--- src/rtl/sat_div_16bit.sv ---
`default_nettype none
// ============================================================================
// Module   : sat_div_16bit
// Purpose  : Multi-cycle signed divider for the ALU long-latency path.
//            Restoring shift-subtract core producing one quotient bit per
//            clock, with saturating results (0x7FFF / 0x8000) instead of
//            wrap-around, and a start/busy/done handshake for stall logic.
// Ports    : clk         - system clock, rising edge
//            rst         - asynchronous active-high reset
//            start       - operation request, sampled only in IDLE
//            A, B        - signed dividend / divisor (stable at accept edge)
//            busy        - high while the operation is in ITER or FIN
//            done        - one-cycle pulse, results valid from this cycle
//            Quot, Rem   - signed quotient (toward zero) / remainder
//            div_by_zero - last completed operation had B == 0
//            ovfl        - last completed quotient saturated (MIN / -1)
// Options  : `define SAT_DIV_FAST_BYPASS_EN sends divide-by-zero and the
//            MIN/-1 overflow case straight from IDLE to FIN.
// Revision : 1.0 - initial release
// ============================================================================
module sat_div_16bit #(
   parameter int WIDTH = 16
) (
   input  logic             clk,
   input  logic             rst,
   input  logic             start,
   input  logic [WIDTH-1:0] A,
   input  logic [WIDTH-1:0] B,
   output logic             busy,
   output logic             done,
   output logic [WIDTH-1:0] Quot,
   output logic [WIDTH-1:0] Rem,
   output logic             div_by_zero,
   output logic             ovfl
);

   localparam int              CW         = $clog2(WIDTH);
   localparam logic [CW-1:0]   C_CNT_LAST = CW'(WIDTH - 1);
   localparam logic [WIDTH-1:0] C_MAX     = {1'b0, {(WIDTH-1){1'b1}}};
   localparam logic [WIDTH-1:0] C_MIN     = {1'b1, {(WIDTH-1){1'b0}}};

   typedef enum logic [1:0] {
      S_IDLE = 2'd0,
      S_ITER = 2'd1,
      S_FIN  = 2'd2
   } state_t;

   state_t           r_state;
   state_t           w_state_nxt;

   logic [CW-1:0]    r_cnt;
   logic [WIDTH-1:0] r_dvd;      // dividend magnitude, quotient shifts in at LSB
   logic [WIDTH-1:0] r_rem;      // partial remainder, always < |B|
   logic [WIDTH:0]   r_mag_b;    // |B| with one extra bit so |0x8000| fits
   logic [WIDTH-1:0] r_a;        // original dividend, needed for B==0 result
   logic             r_neg_q;
   logic             r_bzero;
   logic             r_ovf;
   logic             r_done;
   logic [WIDTH-1:0] r_quot;
   logic [WIDTH-1:0] r_remo;
   logic             r_dbz;
   logic             r_ovfl;

   logic             w_accept;
   logic [WIDTH-1:0] w_mag_a;
   logic [WIDTH:0]   w_mag_b;
   logic             w_b_zero;
   logic             w_ovf_case;
   logic [WIDTH:0]   w_rem_sh;
   logic             w_ge;
   logic [WIDTH-1:0] w_rem_sub;
   logic [WIDTH-1:0] w_q_fin;
   logic [WIDTH-1:0] w_r_fin;

   // A start coinciding with the done pulse is deliberately not accepted.
   assign w_accept   = (r_state == S_IDLE) && start && !r_done;

   // Two's-complement magnitude; 0x8000 maps to unsigned 0x8000.
   assign w_mag_a    = A[WIDTH-1] ? (~A + 1'b1) : A;
   assign w_mag_b    = {1'b0, (B[WIDTH-1] ? (~B + 1'b1) : B)};
   assign w_b_zero   = (B == '0);
   assign w_ovf_case = (A == C_MIN) && (B == '1);

   // Restoring step. When w_ge holds the difference is below |B| <= 2^(W-1),
   // so a WIDTH-bit subtraction of the low bits is exact.
   assign w_rem_sh   = {r_rem, r_dvd[WIDTH-1]};
   assign w_ge       = (w_rem_sh >= r_mag_b);
   assign w_rem_sub  = w_rem_sh[WIDTH-1:0] - r_mag_b[WIDTH-1:0];

   // Sign application and saturation overrides for the FIN cycle.
   always_comb begin
      w_q_fin = r_neg_q ? (~r_dvd + 1'b1) : r_dvd;
      w_r_fin = r_a[WIDTH-1] ? (~r_rem + 1'b1) : r_rem;
      if (r_bzero) begin
         w_q_fin = r_a[WIDTH-1] ? C_MIN : C_MAX;
         w_r_fin = r_a;
      end else if (r_ovf) begin
         w_q_fin = C_MAX;
         w_r_fin = '0;
      end
   end

   always_comb begin
      w_state_nxt = r_state;
      case (r_state)
         S_IDLE: begin
            if (w_accept) begin
`ifdef SAT_DIV_FAST_BYPASS_EN
               // Saturated cases need no iterations.
               w_state_nxt = (w_b_zero || w_ovf_case) ? S_FIN : S_ITER;
`else
               w_state_nxt = S_ITER;
`endif
            end
         end
         S_ITER: begin
            if (r_cnt == '0) begin
               w_state_nxt = S_FIN;
            end
         end
         S_FIN:   w_state_nxt = S_IDLE;
         default: w_state_nxt = S_IDLE;
      endcase
   end

   always_ff @(posedge clk or posedge rst) begin
      if (rst) begin
         r_state <= S_IDLE;
         r_cnt   <= '0;
         r_dvd   <= '0;
         r_rem   <= '0;
         r_mag_b <= '0;
         r_a     <= '0;
         r_neg_q <= 1'b0;
         r_bzero <= 1'b0;
         r_ovf   <= 1'b0;
         r_done  <= 1'b0;
         r_quot  <= '0;
         r_remo  <= '0;
         r_dbz   <= 1'b0;
         r_ovfl  <= 1'b0;
      end else begin
         r_state <= w_state_nxt;
         r_done  <= (r_state == S_FIN);
         case (r_state)
            S_IDLE: begin
               if (w_accept) begin
                  r_dvd   <= w_mag_a;
                  r_rem   <= '0;
                  r_mag_b <= w_mag_b;
                  r_a     <= A;
                  r_neg_q <= A[WIDTH-1] ^ B[WIDTH-1];
                  r_bzero <= w_b_zero;
                  r_ovf   <= w_ovf_case;
                  r_cnt   <= C_CNT_LAST;
               end
            end
            S_ITER: begin
               r_rem <= w_ge ? w_rem_sub : w_rem_sh[WIDTH-1:0];
               r_dvd <= {r_dvd[WIDTH-2:0], w_ge};
               r_cnt <= r_cnt - 1'b1;
            end
            S_FIN: begin
               r_quot <= w_q_fin;
               r_remo <= w_r_fin;
               r_dbz  <= r_bzero;
               r_ovfl <= r_ovf && !r_bzero;
            end
            default: ;
         endcase
      end
   end

   assign busy        = (r_state != S_IDLE);
   assign done        = r_done;
   assign Quot        = r_quot;
   assign Rem         = r_remo;
   assign div_by_zero = r_dbz;
   assign ovfl        = r_ovfl;

endmodule
`default_nettype wire
--- config.mk ---
export PLATFORM = sky130hd
export DESIGN_NAME = sat_div_16bit
export DESIGN_NICKNAME = d
export VERILOG_FILES = /design/src/rtl/sat_div_16bit.sv
export SDC_FILE = /design/constraint.sdc
export NUM_CORES = 1
export LEC_CHECK = 0
export BUFFER_PORTS_ARGS = -buffer_cell sky130_fd_sc_hd__buf_2
export CAP_MARGIN = 15
export CORE_ASPECT_RATIO = 0.9
export CORE_MARGIN = 4
export CORE_UTILIZATION = 55
export DETAILED_ROUTE_END_ITERATION = 12
export GPL_TIMING_DRIVEN = 1
export PLACE_DENSITY = 0.84
export SKIP_LAST_GASP = 1
export SYNTH_ARGS = -nofsm -noshare
export SYNTH_HDL_FRONTEND = slang
export SYNTH_SLANG_ARGS = --single-unit
--- constraint.sdc ---
create_clock -name clk -period 9.7 [get_ports clk]
set_clock_uncertainty 0.1 [all_clocks]
set_input_delay 0.485 -clock clk [delete_from_list [all_inputs] [get_ports clk]]
set_output_delay 0.485 -clock clk [all_outputs]
set_load 0.02 [all_outputs]
==> impl_metrics.py <==
metrics = {
    "timing": {
        "setup_viol": 0,
        "max_slew_margin_pct": 26.6,
        "rsz0062_at_grt": "no",
        "hold_viol_final": 0,
        "hold_ws_ns": 0.101,
        "min_period_ns": 3.04,
        "timing.final.crit_share_pct": 31.4,
        "fmax_mhz": 328,
        "tightest_slew_ns": 1.10,
        "slew_viol_final": 0,
        "fin_setup_tns_ns": 0,
    },
    "route": {
        "drc_errors": 0,
        "first_pass_iters": 5,
        "wl_met1_um": 7490,
        "top_layer": "met4",
        "vias": 5678,
        "met3_wirelength_um": 1490,
        "drtAntennaViolNets": 0,
        "wl_um": 17000,
        "met2_length_um": 7680,
        "drt-vias-per-instance": 6.03,
        "drtIter0Drc": 446,
        "wl_per_cell_um": 18.1,
    },
    "yosys": {
        "synth_area_leaders": "dfrtp_1 (42%), nand2_1 (8.0%), o21ai_0 (6.4%), xnor2_1 (5.0%), ha_1 (4.3%)",
        "syn_nets": 789,
        "ys_seq_area_share_pct": 42.1,
        "yosys_register_bits": 108,
        "synthFlopType": "dfrtp_1",
        "netlist_instances": 731,
        "syn-cell-area_sq_mm": 0.00642,
        "synthArstFlopShare_pct": 100,
        "synth_area_per_cell_sq_um": 8.78,
        "synth_top_area_share_pct": 42.1,
        "yosysWarnings": 0,
        "yosysTopAreaCell": "dfrtp_1",
        "synth_edf_count": 0,
        "yosysUniqueCellTypes": 59,
    },
    "worst_setup_path": {
        "critical_path_required_ns": 9.84,
        "path_cells": "inv_1 -> ha_1 -> inv_1 -> fa_1 -> a21o_1 -> a221oi_1 -> o211ai_1 -> a41oi_1 -> xor2_1 -> o211ai_1",
        "critPathLaunchType": "flop",
        "cp_slowest_stage_delay_ns": 0.49,
        "critPathKind": "reg -> reg",
        "worstPathArrival_ns": 3.18,
        "cp_slowest_cell": "a221oi_1",
        "rrSetupSlack_ns": 6.66,
        "end_kind": "flop",
        "cpLargestDelayFamily": "compound AO/OA/AOI/OAI gates",
        "cp_num_buf_inv": 2,
        "path_depth": 10,
        "r2r_start": "r_dvd[15]",
        "rr_worst_depth": 10,
        "crit_fanout": 3,
        "cp-startpoint": "r_dvd[15]",
    },
    "cts": {
        "cts.sinks": 108,
        "clock_latency_ns": 0.37,
        "htreeDepth": 3,
        "cts_buffers": 9,
        "postCtsHoldBufs": 0,
        "cts_setup_buffers": 0,
        "root_buffer": "clkbuf_16",
        "cts_buffer_depth": 2,
        "clk_pin_slew_ns": 0.08,
        "postCtsResizedCells": 0,
        "cts_tree": "done",
    },
    "place": {
        "dp_hpwl_um": 12600,
        "gp_congestion": 0.942,
        "place_inst": 924,
        "io_buffers": 70,
    },
    "floorplanning": {
        "initial_utilization_pct": 56.1,
        "die_y_um": 110,
        "core_sq_mm": 0.0114,
        "dieArea_sq_mm": 0.0135,
        "rows": 37,
        "ios": 71,
        "die_x_um": 122,
    },
    "cells_and_area": {
        "drive_gt1_share_pct": 14.0,
        "multiInputGateArea_sq_mm": 0.00346,
        "mostFrequentLayoutCells": "nand2_1 (136), dfrtp_1 (108), o21ai_0 (82), buf_2 (70), nor2_1 (38)",
        "seqCellArea_sq_mm": 0.00270,
        "final_common_cell": "nand2_1",
        "stdcell_count": 941,
        "fillers": 969,
        "syn_to_final_growth_pct": 12.0,
        "antenna_cells": 0,
        "fin_nets": 838,
    },
    "power": {
        "total_power_w": 0.00255,
        "internal_power_w": 0.00138,
        "clkPwrFrac_pct": 14.9,
        "power.leakage_nw": 3.33,
        "swShare_pct": 46.0,
        "seq_power_share_pct": 33.0,
        "switchingPower_w": 0.00117,
        "power_frac_comb_pct": 52.2,
        "ir_worst_vdd_mv": 0.223,
        "power_density_mw_per_mm2": 355,
    },
    "global_route": {
        "grt_first_pass_wirelength_um": 27700,
        "grt_antenna_before_repair": 0,
        "grt_pass1_vias": 5355,
        "grt_overflow": 0,
        "grt_max_degree": 76,
        "grt.total_usage_pct": 26.0,
    },
    "min_path": {
        "hp-class": "in -> async",
    },
    "status": {
        "status": "finished, final reports clean",
    },
    "job": {
        "cap_violations": 0,
    },
}
-- flip-flops by register name (all words and copies together), names as in the netlist --
signal,count
Quot,16
Rem,16
div_by_zero,1
done,1
ovfl,1
r_a,16
r_bzero,1
r_cnt,4
r_dvd,16
r_mag_b,16
r_neg_q,1
r_ovf,1
r_rem,16
r_state,2
-- cell usage after synthesis (3+ instances only) --
cell type / n
o21ai_0: 82
clkbuf_1: 36
o211ai_1: 4
a311o_1: 3
nand4_1: 5
xor2_1: 29
a21oi_1: 22
or3_1: 7
o21ai_1: 5
nor3b_1: 3
nand3_1: 19
nor2b_1: 4
or2_2: 4
a21o_1: 5
dfrtp_1: 108
mux2i_1: 12
a22oi_1: 16
nand2_1: 136
nor3_1: 10
ha_1: 22
o41ai_1: 7
nor2_1: 39
xnor2_1: 37
and3_1: 4
a32oi_1: 4
nand2b_1: 9
inv_1: 30
or4_1: 3
o31ai_1: 20
a221oi_1: 11
-- area by class of cell --
cell class / instances / share of cell area, %
multi-input combinational: 555 / 48.1
inverter: 30 / 1.60
sequential: 108 / 37.6
clock inverter: 7 / 1.24
clock buffer: 9 / 3.13
tap: 156 / 2.72
timing repair buffer: 76 / 5.56
-- cells by family after synthesis --
family,synth area share (%)
xor+xnor,9.01
compound gates,19.5
fa+ha+maj,4.60
buf+inv,4.11
simple gates,18.8
mux,1.87
flops,42.1
-- per-stage QoR --
step | util (%) | setup slack, ns | instance area, sq um
2_1_floorplan | - | 6.27 | 6420
3_3_place_gp | 60.0 | 6.48 | 6860
3_5_place_dp | 60.0 | 6.38 | 6860
4_1_cts | 62.7 | 6.34 | 7170
5_1_grt | 62.8 | 6.55 | 7180
6_report | 62.8 | 6.66 | 7180
-- power groups by stage --
| stage | Combinational [W] | Clock (W) | Sequential [W] |
|---|---|---|---|
| 4_1_cts | 0.00131 | 0.000384 | 0.000833 |
| 2_1_floorplan | 0.000990 | 0 | 0.000809 |
| 3_3_place_gp | 0.00128 | 0 | 0.000828 |
| 5_1_grt | 0.00147 | 0.000404 | 0.000865 |
| 6_report | 0.00133 | 0.000379 | 0.000841 |
| 3_5_place_dp | 0.00131 | 0 | 0.000842 |
-- path summary, 6_finish.rpt --
check / to
min in group clk: r_a[4]
setup / recovery: r_rem[14]
hold / removal: r_dvd[10]
hold reg to reg: Quot[4]
max in group asynchronous: Rem[13]
setup reg to reg: r_rem[14]
-- metal layers --
layer  track usage (%)  up-vias
li1                  -     2671
met1              37.0     2754
met2              38.1      227
met3              7.48       26
met4              8.89        0
met5                 0        -
Note: power is estimated with default switching activity, not from simulation.
